**src/rtl/hrm_inbox_if.sv**
```systemverilog
// Bus between the HRM inbox queue and its users: host-side push strobe,
// control-unit pop strobe, and the queue status/head outputs.
interface hrm_inbox_if #(
    parameter int WIDTH = 8,
    parameter int DEPTH = 32,
    parameter int AW    = $clog2(DEPTH)
);
    logic [WIDTH-1:0] iData;
    logic             iWr;
    logic             oFull;
    logic             iRd;
    logic [WIDTH-1:0] oData;
    logic             oEmpty;
    logic [AW:0]      oCount;
    logic             oOverflow;
    logic             oUnderflow;

    modport master (
        output iData,
        output iWr,
        output iRd,
        input  oFull,
        input  oData,
        input  oEmpty,
        input  oCount,
        input  oOverflow,
        input  oUnderflow
    );

    modport slave (
        input  iData,
        input  iWr,
        input  iRd,
        output oFull,
        output oData,
        output oEmpty,
        output oCount,
        output oOverflow,
        output oUnderflow
    );
endinterface

```
**src/rtl/hrm_inbox.sv**
```systemverilog
// First-word-fall-through input queue feeding the HRM accumulator's iInbox;
// head value is valid while the control unit's read strobe is high.
module hrm_inbox #(
    parameter int WIDTH = 8,
    parameter int DEPTH = 32,
    parameter int AW    = $clog2(DEPTH)
) (
    input  logic       clk,
    input  logic       rst_n,
    hrm_inbox_if.slave bus
);

    localparam logic [AW:0]    DEPTH_C = (AW+1)'(DEPTH);
    localparam logic [AW-1:0]  PTR_ONE = AW'(1);
    localparam logic [AW:0]    CNT_ONE = (AW+1)'(1);

    logic [WIDTH-1:0] mem_q [DEPTH];
    logic [AW-1:0]    rptr_q;
    logic [AW-1:0]    rptr_d;
    logic [AW-1:0]    wptr_q;
    logic [AW-1:0]    wptr_d;
    logic [AW:0]      count_q;
    logic [AW:0]      count_d;
    logic             ovf_q;
    logic             ovf_d;
    logic             unf_q;
    logic             unf_d;
    logic             empty_s;
    logic             full_s;
    logic             rd_acc_s;
    logic             wr_acc_s;
    logic [WIDTH-1:0] data_s;

    // Status decode and accept decisions; a full queue may still take a write
    // when a read frees a slot in the same cycle.
    always_comb begin
        empty_s  = (count_q == '0);
        full_s   = (count_q == DEPTH_C);
        rd_acc_s = bus.iRd & ~empty_s;
        wr_acc_s = bus.iWr & (~full_s | rd_acc_s);
    end

    // Next-state for pointers, occupancy and sticky error flags.
    always_comb begin
        rptr_d  = rptr_q;
        wptr_d  = wptr_q;
        count_d = count_q;
        ovf_d   = ovf_q;
        unf_d   = unf_q;
        if (rd_acc_s) begin
            rptr_d = rptr_q + PTR_ONE;
        end else begin
            rptr_d = rptr_q;
        end
        if (wr_acc_s) begin
            wptr_d = wptr_q + PTR_ONE;
        end else begin
            wptr_d = wptr_q;
        end
        case ({wr_acc_s, rd_acc_s})
            2'b10:   count_d = count_q + CNT_ONE;
            2'b01:   count_d = count_q - CNT_ONE;
            default: count_d = count_q;
        endcase
        if (bus.iWr && full_s && !rd_acc_s) begin
            ovf_d = 1'b1;
        end else begin
            ovf_d = ovf_q;
        end
        if (bus.iRd && empty_s) begin
            unf_d = 1'b1;
        end else begin
            unf_d = unf_q;
        end
    end

    // Control state register.
    always_ff @(posedge clk or negedge rst_n) begin
        if (!rst_n) begin
            rptr_q  <= '0;
            wptr_q  <= '0;
            count_q <= '0;
            ovf_q   <= 1'b0;
            unf_q   <= 1'b0;
        end else begin
            rptr_q  <= rptr_d;
            wptr_q  <= wptr_d;
            count_q <= count_d;
            ovf_q   <= ovf_d;
            unf_q   <= unf_d;
        end
    end

    // Storage array; contents survive reset since the pointers discard them.
    always_ff @(posedge clk) begin
        if (wr_acc_s) begin
            mem_q[wptr_q] <= bus.iData;
        end
    end

    // Head value, forced to zero when nothing is queued.
    always_comb begin
        data_s = '0;
        if (!empty_s) begin
            data_s = mem_q[rptr_q];
        end else begin
            data_s = '0;
        end
    end

    assign bus.oData      = data_s;
    assign bus.oEmpty     = empty_s;
    assign bus.oFull      = full_s;
    assign bus.oCount     = count_q;
    assign bus.oOverflow  = ovf_q;
    assign bus.oUnderflow = unf_q;

endmodule

```
**src/flat_wrapper.sv**
```systemverilog
// flat-port wrapper written by rule: the top's interface ports become plain ports
module hrm_inbox_flat 
#(
    parameter int WIDTH = 8,
    parameter int DEPTH = 32,
    parameter int AW    = $clog2(DEPTH)
)
  (clk, rst_n, bus_iData, bus_iWr, bus_iRd, bus_oFull, bus_oData, bus_oEmpty, bus_oCount, bus_oOverflow, bus_oUnderflow);
  hrm_inbox_if #(.WIDTH(WIDTH), .DEPTH(DEPTH), .AW(AW)) bus_i ();
  input  logic clk;
  input  logic rst_n;
  input wire logic [$bits(bus_i.iData)-1:0] bus_iData;
  input wire logic [$bits(bus_i.iWr)-1:0] bus_iWr;
  input wire logic [$bits(bus_i.iRd)-1:0] bus_iRd;
  output wire logic [$bits(bus_i.oFull)-1:0] bus_oFull;
  output wire logic [$bits(bus_i.oData)-1:0] bus_oData;
  output wire logic [$bits(bus_i.oEmpty)-1:0] bus_oEmpty;
  output wire logic [$bits(bus_i.oCount)-1:0] bus_oCount;
  output wire logic [$bits(bus_i.oOverflow)-1:0] bus_oOverflow;
  output wire logic [$bits(bus_i.oUnderflow)-1:0] bus_oUnderflow;
  assign bus_i.iData = bus_iData;
  assign bus_i.iWr = bus_iWr;
  assign bus_i.iRd = bus_iRd;
  assign bus_oFull = bus_i.oFull;
  assign bus_oData = bus_i.oData;
  assign bus_oEmpty = bus_i.oEmpty;
  assign bus_oCount = bus_i.oCount;
  assign bus_oOverflow = bus_i.oOverflow;
  assign bus_oUnderflow = bus_i.oUnderflow;
  hrm_inbox #(.WIDTH(WIDTH), .DEPTH(DEPTH), .AW(AW)) u_core (.clk(clk), .rst_n(rst_n), .bus(bus_i));
endmodule
```
**config.mk**
```make
export PLATFORM = sky130hd
export DESIGN_NAME = hrm_inbox_flat
export DESIGN_NICKNAME = d
export VERILOG_FILES = /design/src/rtl/hrm_inbox_if.sv /design/src/rtl/hrm_inbox.sv /design/src/flat_wrapper.sv
export SDC_FILE = /design/constraint.sdc
export NUM_CORES = 1
export LEC_CHECK = 0
export CORE_ASPECT_RATIO = 1.5
export CORE_MARGIN = 2
export CORE_UTILIZATION = 63
export DETAILED_ROUTE_END_ITERATION = 10
export DONT_BUFFER_PORTS = 1
export PLACE_DENSITY = 0.76
export SLEW_MARGIN = 5
export SYNTH_ARGS = -nofsm -noshare
export SYNTH_HDL_FRONTEND = slang
export SYNTH_SLANG_ARGS = --single-unit
```
**constraint.sdc**
```tcl
create_clock -name clk -period 2.4 [get_ports clk]
set_input_delay 0.36 -clock clk [delete_from_list [all_inputs] [get_ports clk]]
set_output_delay 0.36 -clock clk [all_outputs]
set_load 0.05 [all_outputs]
```
# Word level (Yosys, flattened, before mapping)
# Memories as Yosys holds them, arrays and structs flattened.
# Cells that the tools add are included.
[totals]
in_bits = 12
mem_count = 1
regBits = 18
ramBits = 256
[op_classes]
n_addsub = 4
bitwise_logic = 5
n_eq_ne = 3
n_reduce_logical = 6
mux = 4
[memory_table]
columns = ["memory", "depth", "width", "read_ports", "rd_ports_with_merged_regs", "wr", "line_no", "source"]
rows = [
  ["u_core.mem_q", 32, 8, 1, 0, 1, "hrm_inbox.sv:17", "logic [WIDTH-1:0] mem_q [DEPTH];"],
]
[op_table]
columns = ["cell", "n"]
rows = [
  ["case mux 6 bit (2 select lines)", 1],
  ["adder 5 x 1 -> 5 bit (second input constant)", 2],
  ["two-way mux 8 bit", 1],
  ["adder 6 x 1 -> 6 bit (second input constant)", 1],
  ["equality test 6 bit (second input constant)", 1],
  ["logical NOT 6 bit", 1],
  ["subtractor 6 x 1 -> 6 bit (second input constant)", 1],
  ["logical AND 1 bit", 3],
  ["bitwise AND 1 bit", 2],
  ["equality test 2 x 1 -> 1 bit (second input constant)", 1],
  ["equality test 2 bit (second input constant)", 1],
  ["two-way mux 1 bit", 2],
  ["NOT 1 bit", 2],
  ["nonzero test 2 bit", 1],
  ["logical NOT 1 bit", 1],
  ["OR 1 bit", 1],
]

# Longest topological paths before layout
[logic_depth]
ltp_word = 7
mapped_depth = 10
ltp_nobuf = 9

# Worst setup path after synthesis
# No wires, ideal clock.
[synth_path]
path_kind = "flip-flop to output port"
start = "register u_core.rptr_q[0]"
end = "output port bus_oData[3]"
path_buffers = 4
path_stages_with_launch = 9
arrival_ns = 2.570
path_slack_ns = -0.530
required_ns = 2.040
cell_sequence = "dfrtp_1 buf_6 buf_12 buf_12 buf_12 mux2i_1 a221oi_1 o21ai_1 a211oi_1"
[synth_between]
elab_chain_len = 2
[synth_lines]
columns = ["element", "line_no", "source"]
rows = [
  ["start: declaration", "hrm_inbox.sv:18", "logic [AW-1:0] rptr_q;"],
  ["start signal: assignment", "hrm_inbox.sv:86", "rptr_q <= rptr_d;"],
  ["memory read (32 x 8 bit)", "-", ""],
  ["two-way mux 8 bit", "hrm_inbox.sv:104", "if (!empty_s) begin"],
  ["end: declaration", "flat_wrapper.sv:16", "output wire logic [$bits(bus_i.oData)-1:0] bus_oData;"],
]
# No other way between the ends.

# Worst setup path after layout
[layout_path]
start = "register u_core.rptr_q[0]"
end = "output port bus_oData[4]"
# Same word-level chain as after synthesis.

==> run_results.csv <==
group,metric,value,unit
layout,antenna_cells,0,
placement,dp_hpwl,15900,um
synthesis,yosys_warnings,0,
min_path,hold_depth,2,
worst_setup_path,rr_worst_depth,4,
cts,cts.sinks,274,
synthesis,syn_inst,606,
min_path,hold_path_class,"in -> reg",
drt,drt-initial-drc-count,767,
worst_setup_path,rrSetupSlack,0.13,ns
min_path,hold_path.startpoint,"bus_iRd",
power_and_ir_drop,p_leak,4.53,nW
synthesis,seq_area_frac_synth,0.730,
global_route,grt_usage,0.277,
floorplanning,start_util,0.643,
placement,pre_cts_slack,-0.152,ns
power_and_ir_drop,comb_power_share,0.430,
worst_setup_path,cp.arrival,2.69,ns
sta,min_period_over_period,1.27,
floorplanning,die_area,0.0188,mm^2
sta,final-max-slew-violation-count,0,
cts,clk_latency,0.52,ns
layout,multiInputGateArea,0.00319,mm^2
sta,tns,-4.79,ns
synthesis,syn_nets,624,
synthesis,synth-xor-area-share,0.00942,
drt,wire_per_inst,29.3,um
cts,clockRootBuffer,"clkbuf_16",
power_and_ir_drop,p_seq_frac,0.347,
sta,fmax,0.328,GHz
synthesis,synth_cell_types,52,
worst_setup_path,required,2.04,ns
synthesis,netlist_area,0.0112,mm^2
worst_setup_path,path_max_fanout,6,
sta,finalCriticalPeriod,3.05,ns
power_and_ir_drop,power_density,1310,mW/mm^2
power_and_ir_drop,total_power,17.5,mW
drt,firstDrtPassIters,5,
sta,skew,0.00746,ns
drt,drt_wl_total,26300,um
drt,ant_nets,0,
cts,cts_tree,"yes",
worst_setup_path,startpoint_type,"flip-flop",
placement,gp_congestion,0.868,
cts,cts.path.max_buffers,3,
sta,worstMarginPinSlew,0.997,ns
synthesis,synth-seq-cells,274,
layout,area_delta_synth_final,20.3,%
synthesis,synth_ff_type,"edfxtp_1",
layout,nets,686,
synthesis,synth_simple_gate_area_frac,0.0420,
drt,drc,0,
global_route,grt_max_degree,35,
layout,seq_area,0.00814,mm^2
worst_setup_path,path_class,"reg -> out",
layout,fillCellCount,839,
sta,slew_headroom,0.333,
run_status,violations,"negative setup slack",
worst_setup_path,cp-end-kind,"primary output",
synthesis,synth_top_family_by_area,"multiplexers",
synthesis,synth_area_leaders,"edfxtp_1 69%, mux4_2 6.3%, mux2i_1 4.4%",
drt,routed-via-count,6107,
power_and_ir_drop,intPower,11.3,mW
synthesis,synth_edf_count,256,
global_route,grt_pass1_wl,38300,um
drt,via_per_inst,6.79,
placement,numPortBuffers,0,
power_and_ir_drop,p_switching,6.21,mW
floorplanning,rows,59,
synthesis,synthMuxAreaShare,0.137,
synthesis,yosys.area.top_type,"edfxtp_1",
power_and_ir_drop,switching_share,0.355,
synthesis,syn_area_per_cell,18.4,um^2
synthesis,synth_compound_area_frac,0.0498,
floorplanning,die_x,113,um
sta,finalSetupViolCount,8,
synthesis,synth_fa_ha_area_frac,0.00673,
layout,drive_gt1_frac,0.356,
floorplanning,core_area,0.0173,mm^2
global_route,antenna_found_initial,0,
sta,grt_setup_unrepaired,"yes",
synthesis,post-synth-top-area-fraction,0.689,
power_and_ir_drop,clkPwrFrac,0.224,
floorplanning,io_pins,30,
sta,holdWs,0.0570,ns
global_route,first_global_vias,6192,
run_status,outcome,"finished, violations left",
cts,path_clk_slew,0.06,ns
cts,numCtsBuffers,25,
floorplanning,die_h,167,um
min_path,hold_path_end,"u_core.bus.oCount[1]$_DFFE_PN0P_",
power_and_ir_drop,ir_drop,1210,uV
worst_setup_path,critPathLaunch,"u_core.rptr_q[0]$_DFFE_PN0N_",
sta,hold_viol,0,
worst_setup_path,r2r-start,"u_core.bus.oCount[3]$_DFFE_PN0P_",
cts,ctsHtreeMaxLevel,1,
flow_run,maxCapViolCount,0,
global_route,overflow,0,
synthesis,async_flop_share,0.0657,
sta,fin_ws,-0.651,ns
worst_setup_path,timing.rr.end,"u_core.mem_q[26][0]$_DFFE_PP_",
[sequential cells by signal, summed over array words and instances, names as in the netlist]
| name | count |
|---|---|
| u_core.wptr_q | 5 |
| u_core.bus.oCount | 6 |
| u_core.bus.oUnderflow | 1 |
| u_core.rptr_q | 5 |
| u_core.mem_q | 256 |
| u_core.bus.oOverflow | 1 |
[power groups by stage]
stage / Combinational (mW) / Sequential (mW) / Clock [mW]
after floorplan: 4.01 / 6.07 / 0
after global placement: 5.77 / 6.09 / 0
after detailed placement: 5.86 / 6.12 / 0
after CTS: 6.91 / 6.02 / 3.95
after global routing: 7.82 / 6.09 / 4.14
final: 7.52 / 6.07 / 3.92
[synth_stat cells, drive strengths merged (2+ instances only)]
library cell,count
edfxtp,256
mux2i,49
mux4,40
nor2,36
buf,24
dfrtp,18
a211oi,16
a221oi,16
o21ai,14
clkbuf,13
nand2,13
a21oi,11
and3,9
mux2,9
inv,8
nand2b,8
o221ai,8
xnor2,7
ha,6
nand3,6
xor2,5
nand3b,3
nand4,3
or3b,3
nor2b,2
o211ai,2
o41ai,2
or2,2
or3,2
[cell families after synthesis]
| kind of cell | count (synthesis) |
|---|---|
| multiplexers | 98 |
| buffers and inverters | 46 |
| AND/OR/NAND/NOR | 93 |
| adder cells (fa/ha/maj) | 6 |
| XOR/XNOR | 12 |
| AO/OA/AOI/OAI | 77 |
| flip-flops | 274 |
[cell usage in the layout (no fill, tap or decap), types with 5 or more instances in the layout]
master     count
nand3_1        6
a221oi_1       6
a221oi_2      10
dfrtp_1       15
and3_1         8
o21ai_0        6
a211oi_2      10
mux2i_1       41
buf_4         31
xnor2_1        7
inv_1          7
mux4_1         7
ha_1           6
mux2_2         6
nand2_1        9
clkbuf_1       6
buf_6         11
mux2i_2        7
o21ai_1        7
a21oi_1        5
nor2_2        23
edfxtp_1     256
o221ai_2       6
xor2_1         5
mux4_2        33
nor2_1        10
a211oi_4       6
nand2b_1       5
clkbuf_16     27
buf_12        19
[layout make-up]
cell class,instances,share of cell area
flip-flops and latches,274,0.607
clock inverters,13,0.0109
well taps,213,0.0199
inverters,8,0.00261
clock buffers,32,0.0493
multi-input cells,286,0.238
repair buffers,73,0.0725
[worst max-delay path, stage by stage (launching register included)]
cell,delay (ns)
dfrtp_4,0.51
buf_12,0.16
buf_12,0.14
buf_12,0.14
mux2i_1,0.13
a221oi_2,0.38
a211oi_2,0.15
a211oi_4,0.55
[how the worst max path moves through the flow]
stage,cells after the start,endpoint,slack (ns)
after floorplan,8,bus_oData[6],-0.09
after global placement,6,bus_oData[4],-0.10
after detailed placement,7,bus_oData[6],-0.15
after CTS,8,bus_oData[4],-0.64
after global routing,7,bus_oData[4],-0.70
final,7,bus_oData[4],-0.65
[timing repair]
action                                  4_1_cts  5_1_grt
resized for setup                            70       57
pin swaps                                    11       22
setup buffers                                 6        6
endpoints found under the hold margin       277        0
cloned                                        4        2
endpoints found under the setup margin      129      203
hold buffers                                 11        0
[stage by stage]
stage	std cells	instance area, um^2	utilization
floorplan	606	11200	-
global placement	829	11700	0.674
detailed placement	829	11700	0.674
CTS	895	13100	0.757
global route	899	13400	0.773
finish	899	13400	0.773
[per-layer routing]
| layer | part of all wire | global-route usage | wire length, um | vias to the layer above |
|---|---|---|---|---|
| li1 | - | - | - | 2581 |
| met4 | 0.048 | 0.115 | 1260 | 0 |
| met1 | 0.35 | 0.353 | 9290 | 3077 |
| met2 | 0.53 | 0.482 | 13800 | 369 |
| met5 | 0 | 0 | 0 | - |
| met3 | 0.074 | 0.0389 | 1950 | 80 |
(Power assumes the default switching activity.)
